--- src/rtl/day_month_counter.sv ---
// rtl/day_month_counter.sv - day-of-month/month calendar counter with manual set and year carry
// Optional macro DATE_LEAP_YEAR_EN: February follows the Gregorian leap rule (else always 28 days).
module day_month_counter #(
    parameter logic [4:0] RST_DAY   = 5'd1,
    parameter logic [3:0] RST_MONTH = 4'd1
) (
    input  logic        clk,
    input  logic        rst,
    input  logic        day_tick,
    input  logic        manual_set,
    input  logic        up,
    input  logic        down,
    input  logic        sel,
    input  logic [13:0] year,
    output logic [4:0]  day,
    output logic [3:0]  month,
    output logic        year_carry
);

    logic leap;

`ifdef DATE_LEAP_YEAR_EN
    assign leap = ((year[1:0] == 2'b00) && ((year % 14'd100) != 14'd0))
               || ((year % 14'd400) == 14'd0);
`else
    logic unused_year;
    assign leap        = 1'b0;
    assign unused_year = ^year;
`endif

    function automatic logic [4:0] month_len(input logic [3:0] m, input logic lp);
        case (m)
            4'd4, 4'd6, 4'd9, 4'd11: month_len = 5'd30;
            4'd2:                    month_len = lp ? 5'd29 : 5'd28;
            default:                 month_len = 5'd31;
        endcase
    endfunction

    logic [4:0] mdays;
    logic [4:0] new_len;
    logic [4:0] day_n;
    logic [3:0] month_n;
    logic       carry_n;
    logic       bad_month;

    assign mdays     = month_len(month, leap);
    assign bad_month = (month == 4'd0) || (month > 4'd12);

    always_comb begin
        day_n   = day;
        month_n = month;
        carry_n = 1'b0;
        new_len = mdays;
        if (bad_month || (day == 5'd0)) begin
            if (bad_month)
                month_n = 4'd1;
            if (day == 5'd0)
                day_n = 5'd1;
        end else if (manual_set) begin
            // day_tick is dropped here; up beats down
            if (up || down) begin
                if (!sel) begin
                    if (up)
                        day_n = (day >= mdays) ? 5'd1 : day + 5'd1;
                    else
                        day_n = (day == 5'd1) ? mdays : day - 5'd1;
                end else begin
                    if (up)
                        month_n = (month == 4'd12) ? 4'd1 : month + 4'd1;
                    else
                        month_n = (month == 4'd1) ? 4'd12 : month - 4'd1;
                    new_len = month_len(month_n, leap);
                    if (day > new_len)
                        day_n = new_len;
                end
            end
        end else if (day_tick) begin
            if (day < mdays) begin
                day_n = day + 5'd1;
            end else begin
                day_n = 5'd1;
                if (month == 4'd12) begin
                    month_n = 4'd1;
                    carry_n = 1'b1;
                end else begin
                    month_n = month + 4'd1;
                end
            end
        end else if (day > mdays) begin
            // year changed under a Feb 29
            day_n = mdays;
        end
    end

    always_ff @(posedge clk or posedge rst) begin
        if (rst) begin
            day        <= RST_DAY;
            month      <= RST_MONTH;
            year_carry <= 1'b0;
        end else begin
            day        <= day_n;
            month      <= month_n;
            year_carry <= carry_n;
        end
    end

endmodule

--- config.mk ---
export PLATFORM = sky130hd
export DESIGN_NAME = day_month_counter
export DESIGN_NICKNAME = d
export VERILOG_FILES = /design/src/rtl/day_month_counter.sv
export SDC_FILE = /design/constraint.sdc
export NUM_CORES = 1
export LEC_CHECK = 0
export ABC_AREA = 0
export BUFFER_PORTS_ARGS = -buffer_cell sky130_fd_sc_hd__buf_4
export CAP_MARGIN = 20
export CELL_PAD_IN_SITES_DETAIL_PLACEMENT = 1
export CELL_PAD_IN_SITES_GLOBAL_PLACEMENT = 1
export CORE_MARGIN = 2
export CORE_UTILIZATION = 35
export CTS_CLUSTER_SIZE = 30
export DETAILED_ROUTE_END_ITERATION = 10
export GPL_TIMING_DRIVEN = 1
export PLACE_DENSITY = 0.78
export SLEW_MARGIN = 20
export SYNTH_ARGS = -nofsm -noshare
export SYNTH_HDL_FRONTEND = slang
export SYNTH_SLANG_ARGS = --single-unit
--- constraint.sdc ---
create_clock -name clk -period 5.55 [get_ports clk]
set_input_delay 0.8325 -clock clk [delete_from_list [all_inputs] [get_ports clk]]
set_output_delay 0.8325 -clock clk [all_outputs]
set_load 0.02 [all_outputs]
Word level (Yosys, flattened, before mapping)
Cells that the tools add are included.
{"block": "classes", "eq_ne": 19, "shifts": 0, "n_bitwise": 0, "div_mod_pow": 0, "reduce_logical": 11, "order_cmp": 5, "mux": 37, "mul": 0, "addsub": 4}
{"operator": "2-to-1 mux 5 bit", "count": 16}
{"operator": "2-to-1 mux 4 bit", "count": 14}
{"operator": "equality test 4 bit, second input constant", "count": 5}
{"operator": "equality test 4 x 3 -> 1 bit, second input constant", "count": 4}
{"operator": "greater-than comparator 5 bit", "count": 2}
{"operator": "equality test 4 x 2 -> 1 bit, second input constant", "count": 2}
{"operator": "case mux 2 bit (2 select lines)", "count": 2}
{"operator": "OR reduction 4 bit", "count": 2}
{"operator": "!= test 3 x 1 -> 1 bit, second input constant", "count": 2}
{"operator": "adder 5 x 1 -> 5 bit, second input constant", "count": 1}
{"operator": "equality test 5 x 1 -> 1 bit, second input constant", "count": 1}
{"operator": ">= comparator 5 bit", "count": 1}
{"operator": "zero test 5 bit", "count": 1}
{"operator": "less-than comparator 5 bit", "count": 1}
{"operator": "2-to-1 mux 1 bit", "count": 5}
{"operator": "AND reduction 5 bit", "count": 1}
{"operator": "subtractor 5 x 1 -> 5 bit, second input constant", "count": 1}
{"operator": "adder 4 x 1 -> 4 bit, second input constant", "count": 1}
{"operator": "equality test 4 x 1 -> 1 bit, second input constant", "count": 1}
{"operator": "greater-than comparator 4 bit, second input constant", "count": 1}
{"operator": "zero test 4 bit", "count": 1}
{"operator": "!= test 4 x 2 -> 1 bit, second input constant", "count": 1}
{"operator": "AND reduction 4 bit", "count": 1}
{"operator": "nonzero test 4 bit", "count": 1}
{"operator": "6 further kinds", "count": 8}
{"block": "word_totals", "romBits": 0, "latchBits": 0, "out_inout_bits": 10, "input_bits": 21, "register_bits": 10, "n_memories": 0, "ramBits": 0}

Longest topological paths before layout
Gate-level depths: netlist of run 1.
{"block": "logic_depth", "depth_word": 20, "ltp_mapped": 15, "depth_no_buf": 14}

Worst setup path after synthesis of run 1
OpenSTA, ideal clock, no wires.
{"block": "synth_timing", "path_kind": "reg2reg", "startpoint": "reg month[0]", "endpoint": "reg day[0]", "slack_ns": 2.030, "arrival_ns": 3.436, "stages_incl_launch_ff": 15, "n_path_buf": 0, "period_less_slack_ns": 3.520, "required_time_ns": 5.467, "setup_time_ns": 0.083, "cell_sequence": "dfstp_2 -> inv_1 -> ha_1 -> or2_2 -> o21ai_0 -> a21boi_0 -> or4b_4 -> nor2_1 -> ha_1 -> nor2b_1 -> o211ai_1 -> a21oi_1 -> o22ai_1 -> nor3_1 -> o32a_1"}
{"block": "synth_between", "elab_chain_cells": 19}
{"item": "from (decl)", "line_no": "16", "source": "output logic [3:0] month,"}
{"item": "from (signal assigned)", "line_no": "102", "source": "month <= month_n;"}
{"item": "parallel branches: the longest is 19 deep, another holds subtractor 4 x 1 -> 4 bit"}
{"item": "to (signal assigned)", "line_no": "101", "source": "day <= day_n;"}
{"item": "to (decl)", "line_no": "15", "source": "output logic [4:0] day,"}
Parallel ways; which one is timed is not known. The select of a mux whose other input is x is not followed.
A chain may end at the register's enable or synchronous reset.

Worst setup path in the final report of run 1
{"block": "layout_timing", "startpoint": "reg month[0]", "endpoint": "reg day[2]"}
{"block": "layout_between", "elab_chain_cells": 17}
{"item": "subtractor 4 x 1 -> 4 bit (tied with other cells)", "line_no": "71", "source": "month_n = (month == 4'd1) ? 4'd12 : month - 4'd1;"}
{"item": "2-to-1 mux 4 bit, on equally long branches", "line_no": "71, 69"}
{"item": "2-to-1 mux 4 bit", "line_no": "68", "source": "if (up)"}
{"item": "2-to-1 mux 4 bit", "line_no": "62", "source": "if (!sel) begin"}
{"item": "2-to-1 mux 4 bit", "line_no": "61", "source": "if (up || down) begin"}
{"item": "2-to-1 mux 4 bit", "line_no": "59", "source": "end else if (manual_set) begin"}
{"item": "2-to-1 mux 4 bit", "line_no": "54", "source": "if (bad_month || (day == 5'd0)) begin"}
{"item": "equality test 4 x 3 -> 1 bit or equality test 4 bit (tied branches)", "line_no": "32", "source": "case (m)"}
{"item": "OR reduction 4 bit", "line_no": "32"}
{"item": "case mux 2 bit (2 select lines)", "line_no": "32"}
{"item": "2-to-1 mux 5 bit", "line_no": "62"}
{"item": "2-to-1 mux 5 bit", "line_no": "61"}
{"item": "2-to-1 mux 5 bit", "line_no": "59"}
{"item": "2-to-1 mux 5 bit", "line_no": "54"}
{"item": "greater-than comparator 5 bit", "line_no": "73", "source": "if (day > new_len)"}
{"item": "!= test 4 x 2 -> 1 bit (no line)"}
{"item": "AND reduction 4 bit (no line)"}
Several ways; a longest one is shown, not always the timed one. The select of a mux whose other input is x is not followed.

==> results of run 1 <==
==> cell families (layout without fill, tap and decap cells) <==
family | after synthesis | in the layout | share of synthesized area (%)
XOR/XNOR | 5 | 5 | 3.25
multiplexers | 3 | 3 | 2.69
AO/OA/AOI/OAI | 59 | 59 | 30.7
AND/OR/NAND/NOR | 71 | 71 | 28.2
adder cells (fa/ha/maj) | 12 | 12 | 11.1
buffers and inverters | 18 | 29 | 5.29
flip-flops | 10 | 10 | 18.7
==> layout by cell type, fill, tap and decap left out, types with 2 or more instances in the layout <==
cell type,instances
a21boi_0,2
o22ai_1,2
ha_1,12
dfstp_2,2
clkbuf_8,4
nor3_1,2
inv_1,9
buf_4,16
nand3_1,7
nor4b_1,4
xor2_1,3
nor2_1,18
a21oi_1,18
a311oi_1,2
or2_2,3
dfrtp_1,8
nand2b_1,6
o21ai_0,8
o211ai_1,4
xnor2_1,2
nor2b_1,6
o31ai_1,5
nand2_1,15
a31oi_1,4
==> layer usage <==
| metal | vias up | share of wire [%] |
|---|---|---|
| li1 | 680 | - |
| met1 | 675 | 47 |
| met2 | 35 | 47 |
| met3 | 6 | 4.7 |
| met4 | 0 | 1.1 |
| met5 | - | 0 |
==> cells in the mapped netlist, types with 4 or more instances <==
| cell | n | share of area [%] |
|---|---|---|
| a21oi_1 | 18 | 6.7 |
| a31oi_1 | 4 | 1.9 |
| clkbuf_1 | 6 | 1.7 |
| dfrtp_1 | 8 | 15 |
| ha_1 | 12 | 11 |
| inv_1 | 9 | 2.5 |
| nand2_1 | 15 | 4.2 |
| nand2b_1 | 6 | 2.8 |
| nand3_1 | 7 | 2.6 |
| nor2_1 | 18 | 5.0 |
| nor2b_1 | 6 | 2.8 |
| nor4b_1 | 4 | 2.6 |
| o211ai_1 | 4 | 2.2 |
| o21ai_0 | 8 | 3.0 |
| o31ai_1 | 5 | 2.8 |
==> power groups by stage <==
stage               combinational, W  clock [W]  sequential (W)
floorplan                   0.000520          0        0.000193
finish                      0.000701  0.0000902        0.000214
global placement            0.000659          0        0.000209
global route                0.000772  0.0000961        0.000226
detailed placement          0.000696          0        0.000214
CTS                         0.000700  0.0000932        0.000213
==> area by class of cell <==
type	count	share of cell area, %
flip-flops and latches	10	16.3
repair buffers	16	7.77
clock buffers	4	3.56
multi-input cells	150	66.3
inverters	9	2.18
well taps	48	3.88
==> path summary, 6_finish.rpt <==
check | startpoint | end | slack, ps | depth (start not counted)
worst max-delay path | month[0] | day[2] | 1410 | 14
worst min-delay path | rst | year_carry | 570 | 2
worst max register to register | month[0] | day[2] | 1410 | 14
worst min register to register | month[1] | month[1] | 670 | 2
max in group asynchronous | rst | month[0] | 4660 | 2
min in group clk | month[1] | month[1] | 670 | 2
==> per-stage QoR <==
step | hold slack [ps] | setup WS [ps] | total power [W] | instance area (um2) | utilization (%)
2_1_floorplan | 626 | 2030 | 0.000713 | 1350 | -
3_3_place_gp | 658 | 1670 | 0.000867 | 1490 | 40.4
3_5_place_dp | 670 | 1500 | 0.000910 | 1490 | 40.4
4_1_cts | 586 | 1450 | 0.00101 | 1550 | 41.9
5_1_grt | 601 | 1160 | 0.00109 | 1550 | 41.9
6_report | 574 | 1410 | 0.00101 | 1550 | 41.9
==> sequential cells by signal, summed over array words and instances, names as in the netlist <==
| signal | count |
|---|---|
| day | 5 |
| month | 4 |
| year_carry | 1 |
==> worst max-delay path, cell delays in order, from the launching register on <==
cell      delay (ps)
dfstp_2          630
inv_1            130
ha_1             230
or2_2            270
o21ai_0          250
a21boi_0         200
or4b_4           550
nor2_1           170
ha_1             270
nor2b_1          140
o211ai_1         150
a21oi_1          120
o22ai_1          600
o21ai_0          230
o41ai_1          110
==> flow_summary.toml, run 1 <==
[run_status]
status = "complete, no violations"

[flow_run]
drv_cap = 0

[power]
swShare_pct = 53.0
p_int_w = 0.000473
peakVddDrop_mv = 0.178
p_seq_share_pct = 21.2
powerDensity_nw_per_um2 = 650
p_clk_share_pct = 9.0
p_sw_w = 0.000533
combPwrFrac_pct = 69.8
leakagePower_nw = 0.644

[place]
hpwl_mm = 3.17
globalplace.congestion = 0.827
post-place-cells = 233
io_buffers = 16

[finish]
stdcell_count = 237
seq_area_um2 = 253
fillCellCount = 469
drive_above_1_share_pct = 16.9
multi_input_area_um2 = 1020
syn_to_final_growth_pct = 14.7
nNetsFinal = 223
antenna_cells = 0

[timing]
finalSetupViolations = 0
period_share_pct = 74.7
finalClockSkew_ps = 2.98
rsz0062_at_grt = "false"
finalHoldViolations = 0
finalSetupTns_ps = 0
max_slew_margin_pct = 39.7
drv_slew = 0
fmax_mhz = 241
period_minus_slack_ps = 4140
worst_pin_slew_ps = 892

[global_route]
met1_usage_pct = 27.2
grt_pass1_vias = 1386
grt_pass1_wl_mm = 6.64
antenna_found_initial = 0
grt_max_degree = 20
use_met2_pct = 30.8
track_usage_pct = 19.5
grt_most_used_layer = "met2"
gr-total-overflow = 0
met3_usage_pct = 2.39

[critical_path]
critical_path_required_ps = 5660
start_kind = "flop"
critPathKind = "reg -> reg"
cp.arrival_ps = 4260
endpoint_kind = "flop"
path_max_fanout = 11

[yosys]
synth.avg_cell_area_um2 = 7.58
synth.distinct_cells = 51
ys.warnings.count = 0
synth_ff_type = "dfrtp_1"
syn-num-nets = 211
synthCells = 178
synth_area_um2 = 1350
synth_edf_count = 0
ys_seq_area_share_pct = 18.7
synth-async-reset-ratio_pct = 100
synth-seq-cells = 10

[clock_network]
post_cts_buffers = 0
cts_hold_buf = 0
clk_latency_ps = 230
ctsRootBufferMaster = "clkbuf_8"
cts_tree = "yes"
cts_max_level = 1
cts_buffer_depth = 2
numCtsBuffers = 3
cts.sinks = 10
cts.reportedPaths.clkPinSlew_ps = 50
cts_resized = 0

[die]
initial_utilization_pct = 36.6
die_area_um2 = 4370
core_area_um2 = 3690
rows = 22
io_pins = 31
die_h_um = 66.1
die_w_um = 66.1

[min_path]
hold_class = "in -> async"

[drt]
wl_per_cell_um = 17.0
vias = 1396
drtIter0Drc = 50
wirelength_mm = 4.02
firstDrtPassIters = 4
drc = 0
antenna_left = 0
vias_per_cell = 5.89
Power figures use the tool's default switching activity.
==> inputs of run 2 (changes only) <==
- PLACE_DENSITY: 0.78 -> 0.81
- clock period: 5.55 -> 3.4 ns (I/O delays scaled with it)
==> run 2 against run 1 <==
Compared with the run above:
- maximum frequency grew 24%
- worst hold slack lost 310 ps
- first-iteration DRC count rose by 86%
- sequential power up 38%
- core utilization is 8.1 points higher
- clock-buffer cell count fell by 1
- largest cell class unchanged
- highest routed layer unchanged
==> flow_summary.toml, run 2 (synthesis results as in run 1) <==
[timing]
period_share_pct = 98.6
rsz0062_at_grt = "true"
fmax_mhz = 298
finalClockSkew_ps = 5.39
finalSetupViolations = 0
period_minus_slack_ps = 3350
max_slew_margin_pct = 41.1
drv_slew = 0
finalHoldViolations = 0
finalWorstSetupSlack_ps = 48.6
worst_pin_slew_ps = 871
finalSetupTns_ps = 0

[die]
initial_utilization_pct = 36.6
rows = 22
io_pins = 31
die_w_um = 66.1
core_area_um2 = 3690
die_h_um = 66.1
die_area_um2 = 4370

[finish]
regMostFlops = "day"
mostFrequentLayoutCells = "buf_4, nor2_1, a21oi_1, nand2_1"
seq_area_um2 = 254
nNetsFinal = 247
syn_to_final_growth_pct = 36.8
stdcell_count = 260
mostFrequentLayoutCell = "buf_4"
fillCellCount = 465
drive_above_1_share_pct = 32.5
largest_reg_flops = 5
reg_top3 = "day: 5 flops, month: 4 flops, year_carry: 1 flops"
multi_input_area_um2 = 1130
antenna_cells = 0
utilization_pct = 50.0

[clock_network]
cts_max_level = 1
numCtsBuffers = 3
cts.sinks = 10
clk_latency_ps = 240
cts.reportedPaths.clkPinSlew_ps = 50
cts_buffer_depth = 2
cts_tree = "yes"
ctsRootBufferMaster = "clkbuf_8"
cts_hold_buf = 0

[min_path]
hold_class = "in -> async"

[global_route]
grt_pass1_vias = 1457
grt_pass1_wl_mm = 7.20
grt_max_degree = 17
track_usage_pct = 21.1
antenna_found_initial = 0
gr-total-overflow = 0

[place]
post-place-cells = 251
globalplace.congestion = 0.800
hpwl_mm = 3.34
preCtsSetupSlack_ps = -114
io_buffers = 16

[flow_run]
drv_cap = 0

[critical_path]
critical_path_required_ps = 3560
critPathKind = "reg -> reg"
path_buf_inv = 2
cp_top_family = "simple AND/OR/NAND/NOR gates"
cp.depth = 14
cp_slowest_stage_delay_ps = 500
crit_top_cell = "or4b_4"
path_max_fanout = 5
reg2regPathDepth = 14
cp.arrival_ps = 3510
cp_cell_sequence = "buf_6, or4b_4, o311ai_4, mux2_4, or4b_4, nor2_4, ha_4, nor2b_4, o211ai_1, a21oi_2, o22ai_4, buf_12, nor3_1, o32a_1"
start_kind = "flop"
endpoint_kind = "flop"
slowest_stage = "or4b_4"

[power]
swShare_pct = 49.8
peakVddDrop_mv = 0.347
p_seq_share_pct = 14.7
combPwrFrac_pct = 79.1
leakagePower_nw = 0.782
powerDensity_nw_per_um2 = 1090
report.power.total_w = 0.00202
p_int_w = 0.00101
p_sw_w = 0.00100
p_clk_share_pct = 6.2

[run_status]
status = "complete, no violations"

[drt]
firstDrtPassIters = 4
drc = 0
vias_per_cell = 5.93
antenna_left = 0
vias = 1542
wl_per_cell_um = 18.0
wirelength_mm = 4.69
drtIter0Drc = 93
-- run 2: cell count changes in the layout (fill, tap and decap cells not counted), moves of 2 or more --
| cell | before | now |
|---|---|---|
| ha_1 | 12 | 9 |
| ha_4 | 0 | 3 |
| buf_6 | 0 | 3 |
| o21ai_0 | 8 | 6 |
| buf_4 | 16 | 36 |
-- run 2: area by class of cell --
| cell class | count | area share (%) |
|---|---|---|
| tap | 48 | 3.25 |
| timing repair buffer | 40 | 17.6 |
| inverter | 9 | 1.83 |
| sequential | 10 | 13.8 |
| multi-input combinational | 150 | 61.4 |
| clock buffer | 3 | 2.24 |
-- run 2: path summary, 6_finish.rpt --
kind,slack [ps],endpoint,start
max in group asynchronous,2800,month[0],rst
setup / recovery,50,day[0],month[1]
hold / removal,270,day[3],rst
setup reg to reg,50,day[0],month[1]
hold reg to reg,660,month[0],month[0]
min in group clk,660,month[0],month[0]
-- run 2: power by group through the flow --
stage / sequential (W) / combinational, W / clock, W
after floorplan: 0.000315 / 0.000854 / 0
after global placement: 0.000287 / 0.00127 / 0
after detailed placement: 0.000287 / 0.00133 / 0
after CTS: 0.000286 / 0.00135 / 0.000127
after global routing: 0.000306 / 0.00174 / 0.000131
final: 0.000296 / 0.00159 / 0.000124
-- run 2: worst reg2reg max path: stages (launching register included) --
cell and delay (ps):
dfrtp_2 440, buf_6 140, or4b_4 490, o311ai_4 100, mux2_4 230, or4b_4 500, nor2_4 160, ha_4 210
nor2b_4 120, o211ai_1 200, a21oi_2 120, o22ai_4 200, buf_12 150, nor3_1 40, o32a_1 190
-- run 2: routing by layer --
metal  track usage, %  routed length [um]
met1             28.7                2030
met4             4.08                  62
met5                0                   0
met3             2.21                 230
met2             35.9                2360
-- run 2: repair_timing --
item / CTS / global route
endpoints found under the setup margin: 5 / 5
setup buffers: 0 / 6
gates resized for setup: 3 / 24
pin swaps: 0 / 4
-- run 2: through the flow --
| step | instance area, um2 | hold WS, ps |
|---|---|---|
| floorplan | 1360 | 349 |
| global placement | 1630 | 515 |
| detailed placement | 1630 | 529 |
| CTS | 1690 | 275 |
| global route | 1850 | 297 |
| finish | 1850 | 265 |
==> inputs of run 3 (changes only) <==
- PLACE_DENSITY: 0.81 -> 0.78
- clock period: 3.4 -> 4.3 ns (I/O delays scaled with it)
==> run 3 against run 2 <==
Compared with the run above:
- global-route usage is 0.60 points lower
- first-iteration DRC count fell by 39%
- wire length is 13% lower
- non-clock buffer count shrank 22
- register-to-register slack improved by 400 ps
- clock power shrank 22%
- flip-flop and latch count is the same
- largest power group unchanged
- highest routed layer unchanged
==> flow_summary.toml, run 3 (synthesis results as in run 1) <==
[critical_path]
cp_top_family = "compound AO/OA/AOI/OAI gates"
critical_path_required_ps = 4410
cp.arrival_ps = 3960
crit_top_cell = "ha_1"
slowest_stage = "dfstp_2"
path_buf_inv = 2
cp_slowest_stage_delay_ps = 640
path_max_fanout = 11
endpoint_kind = "flop"
start_kind = "flop"
cp_cell_sequence = "inv_1, ha_1, or2_2, o21ai_0, a21boi_0, or4b_4, nor2_1, ha_1, nand2_1, o211ai_1, a21oi_1, o22ai_1, buf_4, o41ai_1"
critPathKind = "reg -> reg"

[timing]
finalClockSkew_ps = 1.12
max_slew_margin_pct = 39.0
worst_pin_slew_ps = 902
fmax_mhz = 260
rsz0062_at_grt = "false"
period_minus_slack_ps = 3850
finalSetupTns_ps = 0
finalSetupViolations = 0
drv_slew = 0
finalHoldViolations = 0
period_share_pct = 89.6

[drt]
firstDrtPassIters = 4
wl_per_cell_um = 17.2
vias_per_cell = 5.93
wirelength_mm = 4.10
antenna_left = 0
drtIter0Drc = 57
vias = 1411
drc = 0

[place]
globalplace.congestion = 0.814
io_buffers = 16
post-place-cells = 235
hpwl_mm = 3.19

[clock_network]
cts_tree = "yes"
cts_buffer_depth = 2
clk_latency_ps = 230
cts.reportedPaths.clkPinSlew_ps = 50
ctsRootBufferMaster = "clkbuf_8"
cts_hold_buf = 0
cts_max_level = 1
cts_resized = 0
numCtsBuffers = 3
post_cts_buffers = 0
cts.sinks = 10

[finish]
reg_top3 = "day: 5 flops, month: 4 flops, year_carry: 1 flops"
largest_reg_flops = 5
regMostFlops = "day"
mostFrequentLayoutCells = "nor2_1, a21oi_1, buf_4, nand2_1, ha_1"
syn_to_final_growth_pct = 14.7
antenna_cells = 0
utilization_pct = 42.0
drive_above_1_share_pct = 17.4
stdcell_count = 238
nNetsFinal = 225

[global_route]
gr-total-overflow = 0
track_usage_pct = 20.5
grt_max_degree = 20
grt_pass1_wl_mm = 7.00
grt_pass1_vias = 1408
antenna_found_initial = 0

[power]
p_int_w = 0.000600
report.power.total_w = 0.00129
leakagePower_nw = 0.645
powerDensity_nw_per_um2 = 831
p_seq_share_pct = 21.5
peakVddDrop_mv = 0.257
combPwrFrac_pct = 71.1
p_clk_share_pct = 7.5
swShare_pct = 53.4
p_sw_w = 0.000686

[run_status]
status = "complete, no violations"

[die]
die_area_um2 = 4370
io_pins = 31
die_w_um = 66.1
die_h_um = 66.1
initial_utilization_pct = 36.6
rows = 22
core_area_um2 = 3690

[flow_run]
drv_cap = 0

[min_path]
hold_class = "in -> async"
run 3: changes by cell type in the layout (fill, tap and decap cells not counted), sizes merged:
cell	previous run	this run
buf	40	18
run 3: layer usage:
metal	up-vias	wire length [um]	GRT usage [%]
li1	688	-	-
met3	5	112	2.21
met5	-	0	0
met1	691	1940	27.4
met2	27	2010	34.5
met4	0	32	5.61
run 3: power by group through the flow:
stage / Clock [W] / Combinational [W] / Sequential (W)
2_1_floorplan: 0 / 0.000671 / 0.000249
3_3_place_gp: 0 / 0.000861 / 0.000269
3_5_place_dp: 0 / 0.000906 / 0.000274
4_1_cts: 0.0000989 / 0.000914 / 0.000273
5_1_grt: 0.000103 / 0.00102 / 0.000289
6_report: 0.0000963 / 0.000914 / 0.000276
run 3: layout make-up:
cell class                      instances  area, um2
Clock buffer                            3       41.3
Fill cell                             479       2140
Inverter                                9       33.8
Multi-Input combinational cell        150       1020
Sequential cell                        10        253
Tap cell                               48       60.1
Timing Repair Buffer                   18        135
run 3: final timing paths:
path	from	endpoint	slack, ps	cells past startpoint
worst max register to register	month[0]	day[2]	450	14
worst min-delay path	rst	month[2]	380	2
worst max-delay path	month[0]	day[2]	450	14
worst min register to register	month[0]	month[0]	670	2
min in group clk	month[0]	month[0]	670	2
max in group asynchronous	rst	day[0]	3610	2
run 3: per-stage QoR:
stage,hold WS [ps],worst slack [ps],area (um2)
global placement,638,641,1510
global route,409,231,1550
floorplan,484,780,1350
detailed placement,647,507,1510
finish,382,448,1550
CTS,393,490,1550
